==> src/rtl/timer_sched.sv <==
// rtl/timer_sched.sv - round-robin shared prescaled delay timer
module timer_sched #(
    parameter int NREQ       = 4,
    parameter int CNT_WIDTH  = 32,
    parameter int PSCR_WIDTH = 20,
    parameter int OW         = (NREQ > 1) ? $clog2(NREQ) : 1
) (
    input  logic                      clk_i,
    input  logic                      rst_n_i,
    input  logic [PSCR_WIDTH-1:0]     pscr_i,
    input  logic [NREQ-1:0]           req_valid_i,
    input  logic [NREQ*CNT_WIDTH-1:0] req_dly_i,
    output logic [NREQ-1:0]           req_ready_o,
    input  logic                      abort_i,
    output logic [NREQ-1:0]           done_o,
    output logic [NREQ-1:0]           aborted_o,
    output logic                      busy_o,
    output logic [OW-1:0]             owner_o,
    output logic [CNT_WIDTH-1:0]      cnt_o
);

    typedef enum logic [1:0] {S_IDLE, S_RUN, S_DONE} state_t;

    state_t                 state_q, state_d;
    logic [OW-1:0]          ptr_q, ptr_nxt;
    logic [OW-1:0]          owner_q;
    logic [CNT_WIDTH-1:0]   cnt_q;
    logic [PSCR_WIDTH-1:0]  pscr_q;
    logic [PSCR_WIDTH-1:0]  pcnt_q;
    logic [NREQ-1:0]        aborted_q;
    logic [OW-1:0]          winner;
    logic                   found;
    logic                   accept;
    logic                   tick;
    logic [CNT_WIDTH-1:0]   dly_arr [NREQ];
    logic [NREQ-1:0]        owner_onehot;

    // Split the flat delay bus into one slice per requester
    for (genvar g = 0; g < NREQ; g++) begin : g_dly
        assign dly_arr[g] = req_dly_i[g*CNT_WIDTH +: CNT_WIDTH];
    end

    // Round-robin search starting at ptr; also the pointer value after a grant
    always_comb begin
        int idx;
        int nxt;
        found  = 1'b0;
        winner = '0;
        idx    = 0;
        for (int i = 0; i < NREQ; i++) begin
            idx = int'(ptr_q) + i;
            if (idx >= NREQ) idx = idx - NREQ;
            if (!found && req_valid_i[idx[OW-1:0]]) begin
                found  = 1'b1;
                winner = idx[OW-1:0];
            end
        end
        nxt = int'(winner) + 1;
        if (nxt >= NREQ) nxt = 0;
        ptr_nxt = nxt[OW-1:0];
    end

    assign accept       = (state_q == S_IDLE) && found;
    assign tick         = (state_q == S_RUN) && (pcnt_q == pscr_q);
    assign owner_onehot = NREQ'(1) << owner_q;

    // State register
    always_ff @(posedge clk_i or negedge rst_n_i) begin
        if (!rst_n_i) state_q <= S_IDLE;
        else          state_q <= state_d;
    end

    // Next-state logic; abort outranks the final tick
    always_comb begin
        state_d = state_q;
        case (state_q)
            S_IDLE: if (accept) state_d = (dly_arr[winner] == '0) ? S_DONE : S_RUN;
            S_RUN: begin
                if (abort_i)                              state_d = S_IDLE;
                else if (tick && cnt_q == CNT_WIDTH'(1))  state_d = S_DONE;
            end
            S_DONE:  state_d = S_IDLE;
            default: state_d = S_IDLE;
        endcase
    end

    // Output decode from state and latched owner
    always_comb begin
        req_ready_o = '0;
        done_o      = '0;
        busy_o      = (state_q != S_IDLE);
        if (accept)             req_ready_o = NREQ'(1) << winner;
        if (state_q == S_DONE)  done_o      = owner_onehot;
    end

    // Datapath: latch request on accept, prescale and count down while running
    always_ff @(posedge clk_i or negedge rst_n_i) begin
        if (!rst_n_i) begin
            ptr_q     <= '0;
            owner_q   <= '0;
            cnt_q     <= '0;
            pscr_q    <= '0;
            pcnt_q    <= '0;
            aborted_q <= '0;
        end else begin
            aborted_q <= '0;
            if (accept) begin
                ptr_q   <= ptr_nxt;
                owner_q <= winner;
                cnt_q   <= dly_arr[winner];
                pscr_q  <= pscr_i;
                pcnt_q  <= '0;
            end else if (state_q == S_RUN) begin
                if (abort_i) begin
                    cnt_q     <= '0;
                    aborted_q <= owner_onehot;
                end else if (tick) begin
                    cnt_q  <= cnt_q - 1'b1;
                    pcnt_q <= '0;
                end else begin
                    pcnt_q <= pcnt_q + 1'b1;
                end
            end
        end
    end

    assign aborted_o = aborted_q;
    assign owner_o   = owner_q;
    assign cnt_o     = cnt_q;

endmodule

==> config.mk <==
export PLATFORM = sky130hd
export DESIGN_NAME = timer_sched
export DESIGN_NICKNAME = d
export VERILOG_FILES = /design/src/rtl/timer_sched.sv
export SDC_FILE = /design/constraint.sdc
export NUM_CORES = 1
export LEC_CHECK = 0
export ABC_AREA = 0
export CAP_MARGIN = 20
export CORE_MARGIN = 3
export CORE_UTILIZATION = 40
export DETAILED_ROUTE_END_ITERATION = 8
export PLACE_DENSITY = 0.72
export SLEW_MARGIN = 15
export SYNTH_ARGS = -nofsm -noshare
export SYNTH_HDL_FRONTEND = slang
export SYNTH_SLANG_ARGS = --single-unit
==> constraint.sdc <==
create_clock -name clk_i -period 3.7 [get_ports clk_i]
set_input_delay 0.74 -clock clk_i [delete_from_list [all_inputs] [get_ports clk_i]]
set_output_delay 0.74 -clock clk_i [all_outputs]
set_load 0.05 [all_outputs]
==> impl_metrics.toml <==
[sta]
fmax_mhz = 291
finalMaxSlewViolations = 0
setup_viol = 0
worstMarginPinSlew_ps = 879
skew_ps = 7.04
slew_headroom_pct = 41.4
hold_viol_final = 0
finalCritPeriodShare_pct = 93.0
finalCriticalPeriod_ps = 3440
rsz0062_at_grt = "no"
tns_ps = 0
setup_slack_ps = 260

[die]
die_h_um = 126
fp.dieW_um = 126
core.rowCount = 43
start_util_pct = 41.2
core_area_um2 = 14000
pin_count = 202
die_area_um2 = 15900

[power]
power.switching_w = 0.00311
power_density_nw_per_um2 = 747
power.clock.fraction_pct = 14.6
power_frac_comb_pct = 59.9
netSwitchingFraction_pct = 50.0
internal_power_w = 0.00310
power_frac_seq_pct = 25.5
ir_drop_mv = 0.360
leakagePower_nw = 3.59
finalPower_w = 0.00621

[route]
via_per_inst = 5.82
finalWirelength_um = 20400
firstDrtPassIters = 8
ant_nets = 0
wl_per_cell_um = 18.5
first_iter_violations = 491
drc = 0
vias = 6422

[cts]
clkSlewWorstSetupHoldPaths_ps = 60
cts.hold.buffers_added = 0
cts_tree = "built"
clkLatencyLatePin_ps = 340
htree_num_levels = 3
cts-buffers-inserted = 9
cts_buffer_depth = 2
cts_root_buf = "clkbuf_16"
cts_resized = 0
post_cts_buffers = 0
cts_sinks = 82

[grt]
grt_overflow_total = 0
grt_use_met1_pct = 33.8
grt_pass1_wl_um = 32500
grt_use_total_pct = 25.2
grt_max_degree = 83
use_met2_pct = 41.2
grt_use_met3_pct = 4.42
busiest_layer = "met2"
antenna_found_initial = 0
first_global_vias = 6127

[final_layout]
area_growth_pct = 43.5
final_nets = 1081
post-route-util_pct = 59.2
nFillCells = 1260
design_area_um2 = 8310
drive_gt1_share_pct = 6.17
antenna_cells = 0

[placement]
place_ws_ps = 97.1
post_dp_cell_area_um2 = 7980
dp_hpwl_um = 15900
place.gp.congestion = 0.908
io_buffers = 201

[flow_run]
drv_cap = 0

[critical_path]
cp-start-kind = "input port"
crit_path_end_kind = "output pin"
crit_type = "input port to output pin"
critPathArrivalTime_ps = 2700
crit_fanout = 35
cp.required_ps = 2960

[yosys]
ys_top_cells_by_area = "dfrtp_1 (35%), a211oi_1 (8.3%), and3_1 (8.2%)"
syn_area_um2 = 5790
synth_seq_cells = 82
synth_top_area_cell = "dfrtp_1"
synthFlopType = "dfrtp_1"
synth_cells = 742
synthesis.nets = 904
synth_top_area_share_pct = 35.5
yosysSeqAreaShare_pct = 35.5
synth.distinct_cells = 55
async_reset_ff_share_pct = 100
ys_warn_count = 0
synth_most_common_cell = "nand2_1"
syn_avg_cell_area_um2 = 7.80
synth_common_cells = "nand2_1 (98), dfrtp_1 (82), and3_1 (76)"
synth_edf_count = 0

[status]
outcome = "finished, final reports clean"

[min_path]
hold_path_class = "input port to async pin"
## cells by family (layout without fill, tap and decap cells)
logic type / Yosys count / in the layout / synth area share, %
AO/OA/AOI/OAI: 203 / 203 / 22.3
XOR/XNOR: 31 / 31 / 4.69
adder cells (fa/ha/maj): 7 / 7 / 1.51
buffers and inverters: 67 / 249 / 5.08
flip-flops: 82 / 82 / 35.5
AND/OR/NAND/NOR: 352 / 352 / 31.0
## per-layer routing
layer	part of all wire (%)	up-vias
li1	-	3077
met1	42	3017
met2	47	285
met3	7.5	43
met4	3.0	0
met5	0	-
## cells in the final DEF (no fill, tap or decap), types with 3 or more instances in the layout
master             n
and3_1            76
or2_2              4
buf_4             20
nand3_1           12
inv_6              3
nand4_1            9
a211oi_1          64
inv_1              9
or3_1              7
o21ai_0           66
o31ai_1            3
nand2_1           97
nand3b_1           5
a21o_1             3
clkdlybuf4s50_1  196
xnor2_1           13
buf_12             5
nor2_1            50
nor2b_1            5
ha_1               7
a21oi_1           26
dfrtp_1           82
a31oi_1            6
nor3_1            48
nor4b_1            3
xor2_1            18
and2_1             3
clkbuf_16          9
nor4_1            12
nand2b_1          10
o22ai_1           17
## registers in the layout (all words and copies together), names as in the netlist
| signal | count |
|---|---|
| owner_o | 2 |
| pcnt_q | 20 |
| aborted_o | 4 |
| state_q | 2 |
| pscr_q | 20 |
| cnt_o | 32 |
| ptr_q | 2 |
## stage by stage
stage | hold WS (ps) | cells
floorplan | 444 | 742
finish | 286 | 1104
global route | 294 | 1104
global placement | 481 | 1087
detailed placement | 485 | 1087
CTS | 507 | 1103
## path summary, 6_finish.rpt
path,startpoint,end,slack [ps],depth (start not counted)
max,req_valid_i[3],req_ready_o[3],260,8
min,rst_n_i,cnt_o[20],290,1
max reg2reg,pcnt_q[0],cnt_o[19],450,8
min reg2reg,pscr_q[16],pscr_q[16],500,2
max in group asynchronous,rst_n_i,state_q[1],2800,2
min in group clk_i,pscr_q[16],pscr_q[16],500,2
## power by group through the flow
stage	combinational (W)	clock (W)	sequential, W
after floorplan	0.00192	0	0.00207
after global placement	0.00367	0	0.00158
after detailed placement	0.00368	0	0.00159
after CTS	0.00370	0.000925	0.00158
after global routing	0.00405	0.000956	0.00164
final	0.00372	0.000907	0.00158
## critical path: stages
cell and delay (ps):
clkdlybuf4s50_1 550, nor2b_1 60, o21ai_0 180, o211a_1 200, buf_4 370, ha_1 240
and3_1 210, buf_12 150
## cell type report
type,instances,area (um^2),share of cell area [%]
flip-flops and latches,82,2050,24.7
clock inverters,7,76.3,0.919
well taps,180,225,2.71
multi-input cells,593,3450,41.5
clock buffers,9,225,2.71
inverters,11,41.3,0.497
repair buffers,222,2240,27.0
Power figures use the tool's default switching activity.
